==> config.mk <==
export PLATFORM = sky130hd
export DESIGN_NAME = uart_rx_cfg
export DESIGN_NICKNAME = d
export VERILOG_FILES = /design/src/rtl/uart_pkg.sv /design/src/rtl/uart_sync2.sv /design/src/rtl/uart_rx_cfg.sv
export SDC_FILE = /design/constraint.sdc
export NUM_CORES = 1
export LEC_CHECK = 0
export BUFFER_PORTS_ARGS = -buffer_cell sky130_fd_sc_hd__buf_4
export CORE_ASPECT_RATIO = 2
export CORE_MARGIN = 3
export CORE_UTILIZATION = 25
export DETAILED_ROUTE_END_ITERATION = 12
export SYNTH_ARGS = -nofsm -noshare
export SYNTH_HDL_FRONTEND = slang
export SYNTH_SLANG_ARGS = --single-unit
==> constraint.sdc <==
create_clock -name clk -period 3.1 [get_ports clk]
set_clock_uncertainty 0.2 [all_clocks]
set_input_delay 0 -clock clk [delete_from_list [all_inputs] [get_ports clk]]
set_output_delay 0 -clock clk [all_outputs]
set_load 0.01 [all_outputs]
==> src/rtl/uart_pkg.sv <==
// Shared UART definitions: parity mode codes, receiver/transmitter state encoding
// and the 3-sample majority vote helper.
package uart_pkg;

  localparam int PARITY_NONE = 0;
  localparam int PARITY_ODD  = 1;
  localparam int PARITY_EVEN = 2;

  typedef enum logic [2:0] {
    ST_IDLE,
    ST_START,
    ST_DATA,
    ST_PARITY,
    ST_STOP
  } uart_state_e;

  function automatic logic maj3(input logic a, input logic b, input logic c);
    return (a & b) | (a & c) | (b & c);
  endfunction

endpackage

==> src/rtl/uart_sync2.sv <==
// Two-flop synchroniser for an asynchronous, idle-high input pin.
module uart_sync2 (
  input  logic clk,
  input  logic rst_n,
  input  logic d,
  output logic q
);

  logic meta;

  always_ff @(posedge clk or negedge rst_n) begin
    if (!rst_n) begin
      meta <= 1'b1;
      q    <= 1'b1;
    end else begin
      meta <= d;
      q    <= meta;
    end
  end

endmodule

==> src/rtl/uart_rx_cfg.sv <==
// Configurable UART receiver with valid/ready holding register and error flags.
// Define UART_RX_MAJORITY_EN for 3-sample majority voting (CLKS_PER_BIT >= 8).
module uart_rx_cfg #(
  parameter int CLKS_PER_BIT = 1000,
  parameter int DATA_BITS    = 8,
  parameter int PARITY       = 0,
  parameter int STOP_BITS    = 1
) (
  input  logic                 clk,
  input  logic                 rst_n,
  input  logic                 rx,
  input  logic                 re,
  output logic [DATA_BITS-1:0] dout,
  output logic                 valid,
  input  logic                 ready,
  output logic                 parity_err,
  output logic                 frame_err,
  output logic                 overrun
);
  import uart_pkg::*;

  localparam int CW = $clog2(CLKS_PER_BIT);
  localparam int BW = $clog2(DATA_BITS + 1);
`ifdef UART_RX_MAJORITY_EN
  localparam int HALF = (CLKS_PER_BIT - 1) / 2 + 1;
`else
  localparam int HALF = (CLKS_PER_BIT - 1) / 2;
`endif
  localparam logic [CW-1:0] HALF_CNT = CW'(HALF);
  localparam logic [CW-1:0] LAST_CNT = CW'(CLKS_PER_BIT - 1);
  localparam logic [BW-1:0] LAST_DATA = BW'(DATA_BITS - 1);
  localparam logic [BW-1:0] LAST_STOP = BW'(STOP_BITS - 1);

  logic rx_s;
  logic bit_smp;

  uart_sync2 u_sync (
    .clk   (clk),
    .rst_n (rst_n),
    .d     (rx),
    .q     (rx_s)
  );

`ifdef UART_RX_MAJORITY_EN
  // Committing one cycle late turns the held history into point-1 / point.
  logic [1:0] rx_hist;

  always_ff @(posedge clk or negedge rst_n) begin
    if (!rst_n) rx_hist <= '1;
    else        rx_hist <= {rx_hist[0], rx_s};
  end

  assign bit_smp = maj3(rx_hist[1], rx_hist[0], rx_s);
`else
  assign bit_smp = rx_s;
`endif

  uart_state_e          state;
  logic [CW-1:0]        count;
  logic [BW-1:0]        bit_idx;
  logic [DATA_BITS-1:0] shreg;
  logic                 perr;
  logic                 ferr;
  logic                 wait_high;
  logic                 parity_calc;

  assign parity_calc = (^shreg) ^ (PARITY == PARITY_ODD);

  always_ff @(posedge clk or negedge rst_n) begin
    if (!rst_n) begin
      state      <= ST_IDLE;
      count      <= '0;
      bit_idx    <= '0;
      shreg      <= '0;
      perr       <= 1'b0;
      ferr       <= 1'b0;
      wait_high  <= 1'b0;
      dout       <= '0;
      valid      <= 1'b0;
      parity_err <= 1'b0;
      frame_err  <= 1'b0;
      overrun    <= 1'b0;
    end else begin
      overrun <= 1'b0;
      if (valid && ready) valid <= 1'b0;

      case (state)
        ST_IDLE: begin
          count   <= '0;
          bit_idx <= '0;
          perr    <= 1'b0;
          ferr    <= 1'b0;
          // After a break the line must go idle before another start is accepted.
          if (wait_high) begin
            if (rx_s) wait_high <= 1'b0;
          end else if (re && !rx_s) begin
            state <= ST_START;
          end
        end

        ST_START: begin
          if (count == HALF_CNT) begin
            count <= '0;
            state <= bit_smp ? ST_IDLE : ST_DATA;
          end else begin
            count <= count + 1'b1;
          end
        end

        ST_DATA: begin
          if (count == LAST_CNT) begin
            count <= '0;
            shreg <= {bit_smp, shreg[DATA_BITS-1:1]};
            if (bit_idx == LAST_DATA) begin
              bit_idx <= '0;
              state   <= (PARITY != PARITY_NONE) ? ST_PARITY : ST_STOP;
            end else begin
              bit_idx <= bit_idx + 1'b1;
            end
          end else begin
            count <= count + 1'b1;
          end
        end

        ST_PARITY: begin
          if (count == LAST_CNT) begin
            count <= '0;
            perr  <= (bit_smp != parity_calc);
            state <= ST_STOP;
          end else begin
            count <= count + 1'b1;
          end
        end

        ST_STOP: begin
          if (count == LAST_CNT) begin
            count <= '0;
            if (bit_idx == LAST_STOP) begin
              state     <= ST_IDLE;
              wait_high <= !bit_smp;
              if (!valid || ready) begin
                dout       <= shreg;
                parity_err <= perr;
                frame_err  <= ferr | !bit_smp;
                valid      <= 1'b1;
              end else begin
                overrun <= 1'b1;
              end
            end else begin
              bit_idx <= bit_idx + 1'b1;
              ferr    <= ferr | !bit_smp;
            end
          end else begin
            count <= count + 1'b1;
          end
        end

        default: state <= ST_IDLE;
      endcase
    end
  end

endmodule
# After elaboration in Yosys (flattened, before gate mapping)

Cells that the tools add are included.

$add $sub $neg: 2
Equality and inequality tests: 17
Muxes and demuxes: 37
Bitwise logic cells: 1
Reduce and logical (&&, ||, !) cells: 20

Operator list:

| operator                                                          | number |
|---|---|
| 10-bit case mux with 3 select lines                               | 1 |
| 3-bit 2-to-1 mux                                                  | 8 |
| 10-bit 2-to-1 mux                                                 | 2 |
| 2-bit != test (second input constant)                             | 9 |
| 1-bit 2-to-1 mux                                                  | 16 |
| 4-bit 2-to-1 mux                                                  | 4 |
| 3-bit case mux with 5 select lines                                | 1 |
| 4-bit case mux with 3 select lines                                | 1 |
| 10-bit by 1-bit adder with 10-bit output (second input constant)  | 1 |
| 10-bit == test (second input constant)                            | 1 |
| 10-bit by 9-bit == test with 1-bit output (second input constant) | 1 |
| 4-bit AND reduction                                               | 2 |
| 8-bit AND reduction                                               | 1 |
| 8-bit parity                                                      | 1 |
| 3-bit by 2-bit == test with 1-bit output (second input constant)  | 2 |
| 1-bit case mux with 2 select lines                                | 3 |
| 3-bit AND reduction                                               | 2 |
| 3-bit nonzero test                                                | 2 |
| 4-bit by 1-bit adder with 4-bit output (second input constant)    | 1 |
| 4-bit by 3-bit == test with 1-bit output (second input constant)  | 1 |
| 4-bit zero test                                                   | 1 |
| 2-bit AND reduction                                               | 2 |
| 2-bit nonzero test                                                | 2 |
| 3-bit by 1-bit == test with 1-bit output (second input constant)  | 1 |
| 9 further kinds                                                   | 11 |

Register bits after elaboration: 42
Input port bits: 5
Output and inout bits: 12
Logic and storage cells: 91

# Depth between registers and ports, before layout

Depth after elaboration: 6
Mapped depth: 7
Mapped depth without buffers: 7

# Cells and area by module

A second synthesis with hierarchy kept.

Cell total of the unflattened synthesis: 184
Area total of the unflattened synthesis: 2,180.8 µm²

Modules (own cells, without submodules):

| module      | instances | cells an instance | area each (µm²) | seq. area each (µm²) |
|---|---|---|---|---|
| uart_rx_cfg | 1         | 182               | 2,128.3         | 1,001.0 |
| uart_sync2  | 1         | 2                 | 52.6            | 52.6 |

# Worst setup path before layout

OpenSTA, ideal clock, no wires.

Kind: reg2reg
Start point: reg count[0]
End point: reg shreg[0]
Setup time: 0.125 ns
Arrival: 1.874 ns
Data required time: 2.775 ns
Setup slack: 0.902 ns
Stages on the path, launching flop included: 6
Buffers on the path: 0
Period minus slack after synthesis: 2.198 ns
Cells stage by stage: dfrtp_1 ha_1 nand4b_2 or3_1 nor3_4 mux2_2

Longest elaborated chain between the ends: 2

Ends and longest elaborated chain:

| element                       | line               | text |
|---|---|---|
| from (decl)                   | uart_rx_cfg.sv:59  | `logic [CW-1:0] count;` |
| from (signal assigned)        | uart_rx_cfg.sv:106 | `count <= count + 1'b1;` |
| from (signal assigned)        | uart_rx_cfg.sv:121 | `count <= count + 1'b1;` |
| from (signal assigned)        | uart_rx_cfg.sv:131 | `count <= count + 1'b1;` |
| 10-bit == test                | uart_rx_cfg.sv:111 | `if (count == LAST_CNT) begin` |
| 2-bit AND reduction (no line) | -                  |  |
| to (signal assigned)          | uart_rx_cfg.sv:113 | `shreg <= {bit_smp, shreg[DATA_BITS-1:1]};` |
| to (decl)                     | uart_rx_cfg.sv:61  | `logic [DATA_BITS-1:0] shreg;` |

Every way passes these cells.
A chain may end at the register's enable or synchronous reset.

# Worst setup path after layout

Start point: reg count[0]
End point: reg shreg[6]

Same word-level chain as after synthesis.

==> results.md <==
* Status: completed
* Core box area at 8292 sq um
* DR vias at 1,487
* CTS tree: built
* Reg-to-reg endpoint: shreg[6]
* Top cells by count, synth: 40 x dfrtp_1, 18 x mux2_2, 18 x nand2_1
* GPL Wtd Cong at approximately 0.84
* Drt pass-1 iters at 4
* Max FO, Critical Path at 8
* Tcrit/Tclk final at 77.21%
* Net count, final at 216
* # Post-CTS Setup Buffers at 0
* Hold Path Class: in -> reg
* Synth Register Bits at 42
* Worst slew pin tran at between 0.7 and 0.8 ns
* H-tree Lvls at 2
* Initial antenna violation count at 0
* Syn Area/Cell at 11.50 sq um
* Post-synthesis sequential area ratio at 49.50%
* Final worst path period need at between 2 and 2.5 ns
* Synth Flop Type: dfrtp_1
* Port Buffer Count at 16
* Largest net degree at the start of global routing at 43
* Crit path kind: reg -> reg
* Number of hold-repair buffers added at the cts stage at 3
* Total grt overflow at 0
* Die Width at 71.24 microns
* Row count at 47
* Endpoints failing setup at 0
* RSZ-0062 raised after global routing: false
* Final std cells w/o fill at 307
* Die Y at 136.5 microns
* CP Launch Type: register
* Critical Path AT at ~2.4 ns
* Post-DRT Antenna Nets at 0
* Clock Latency Late Sink at about 0.29 ns
* Crit-path cells: ha_1, nand4b_2, or3_1, nor3_4, mux2_2
* Synthesis Warnings at 0
* Crit path capture: shreg[6]
* Via-to-Cell Ratio at between 4 and 5
* Max_cap viols at 0
* Cells after Synth at 185
* Fmax at 417.8 MHz
* Reg2reg start: count[0]
* Die Area at 9723 sq um
* Setup_tns at 0 ns
* R2R setup slack at 0.71 ns
* Initial drt markers at 36
* CP bufs+invs at 0
* Util after Layout at 31.31%
* IO Pins at 17
* Yosys cell types at 43
* WP depth at 5
* Pwr per Cell Area at 489.0 nW/um^2
* Max_slew headroom at 47.61%
* All-Layer GR Usage at between 10% and 20%
* Top cell family by delay on the critical path: simple AND/OR/NAND/NOR gates
* Peak supply drop at 0.6333 mV
* Per-cell routed wire length at 14.98 microns
* Clk sink count at 42
* Area Overhead vs Synth at 21.99%
* Fin. max-slew vios at 0
* Main area contributors after synthesis: dfrtp_1 47%, mux2_2 9.5%, xnor2_1 3.7%, o21ai_0 3.3%, nand2_1 3.2%
* Filler Cell Count at 838
* Final total power at between 1000 and 1500 uW
* Synth top area share at 47.03%
* Worst Hold Margin at 0.02509 ns
* Hold violation total from the final report at 0
* Post-CTS sizing at 0
* Setup crit end kind: register
* Worst path required time at 3.07 ns
* Clock-pin slew on the worst setup and hold paths at 0.06 ns
* EDFF count, synth at 0
* R2r worst-path depth at 5
* Hpwl dp at 3.414 mm
* Final WL at 4.598 mm
* Syn nets at 193
* Crit path largest cell delay at 0.43 ns
* Count leader, synth: dfrtp_1
* Remaining DRCs at 0
* Placed Cells incl. Taps at 296
* CP max stage cell: or3_1
* Critical Path Source: count[0]
* Layout cells sized above 1 at 28.23%
* Fraction of registers with async set/reset at 100.0%
* Num CTS Buffers at 5
* Root Buffer: clkbuf_16
* Initial Util at 25.67%
* Vias in the first global route at 1,599
* Maximum clock insertion buffer count at 2
* First-pass GRT wire length at about 7.6 mm
* Leakage at around 0.0012 uW
* Cell Area, Synth at ~2100 sq um
* Synth area leader: dfrtp_1
* ANT cells at 0
==> worst reg2reg max path, delay by kind of cell, from the launching register on <==
| family | cells | cell delay [ns] |
|---|---|---|
| muxes | 1 | 0.39 |
| adders and majority gates | 1 | 0.24 |
| DFF | 1 | 0.40 |
| and+or+nand+nor | 3 | 1.04 |
==> state kept, by name, indices dropped and copies added (netlist names), 3 cells and up <==
name and count:
dout 8, state 3, count 10, shreg 8
bit_idx 4
==> per-layer routing <==
layer | vias up | routed length [microns] | track usage [%]
li1 | 716 | - | -
met2 | 24 | 2718 | 19.93
met4 | 0 | 136 | 6.067
met5 | - | 0 | 0
met1 | 737 | 1627 | 9.387
met3 | 10 | 115 | 1.850
==> report_power, final <==
group / leakage (uW) / internal [uW] / switching (uW) / total (uW)
combinational: 0.000533 / 7.09 / 13.0 / 20.1
clock: 0.0000971 / 483 / 214 / 697
sequential: 0.000560 / 551 / 1.56 / 552
==> placed cells by master, fill, tap and decap left out, types with 3 or more instances in the layout <==
cell type	count
inv_1	6
ha_1	3
a22o_1	3
nor4_2	3
dfrtp_1	40
nand2_1	18
mux2_2	18
nand2b_1	6
xnor2_1	9
dlygate4sd3_1	3
a21oi_1	3
o21ai_0	14
a31oi_1	3
and3_1	4
nor3_1	6
nor2_1	5
nand3_1	7
buf_4	19
clkbuf_16	5
==> stage by stage <==
step,cell area (sq um),worst slack [ns]
detailed placement,2367,0.7000
finish,2596,0.7065
global placement,2367,0.7555
floorplan,2128,0.9016
global route,2596,0.6025
CTS,2596,0.6959
==> cell type report <==
type	instances	area [sq um]	share of cell area [%]
clock buffers	6	138.9	5.349
well taps	98	122.6	4.723
flip-flops and latches	42	1054	40.58
clock inverters	2	60.06	2.313
multi-input cells	131	1026	39.52
inverters	6	22.52	0.8675
repair buffers	22	172.7	6.651
==> kinds of logic after synthesis <==
logic type	synth area share, %
adders and majority gates	1.764
buffers and inverters	2.292
DFF	49.50
AOI/OAI and AO/OA	12.52
xor gates and xnor gates	4.527
and+or+nand+nor	18.40
muxes	10.99
==> worst min path at each step <==
stage | startpoint | endpoint | slack [ns] | depth (start not counted)
after floorplan | rst_n | bit_idx[0] | -0.50 | 0
after global placement | rst_n | valid | -0.18 | 1
after detailed placement | rst_n | valid | -0.18 | 1
after CTS | re | state[2] | 0.01 | 5
after global routing | re | state[2] | 0.05 | 5
final | re | state[2] | 0.03 | 5
No activity file was read; power rests on OpenSTA's default activity.
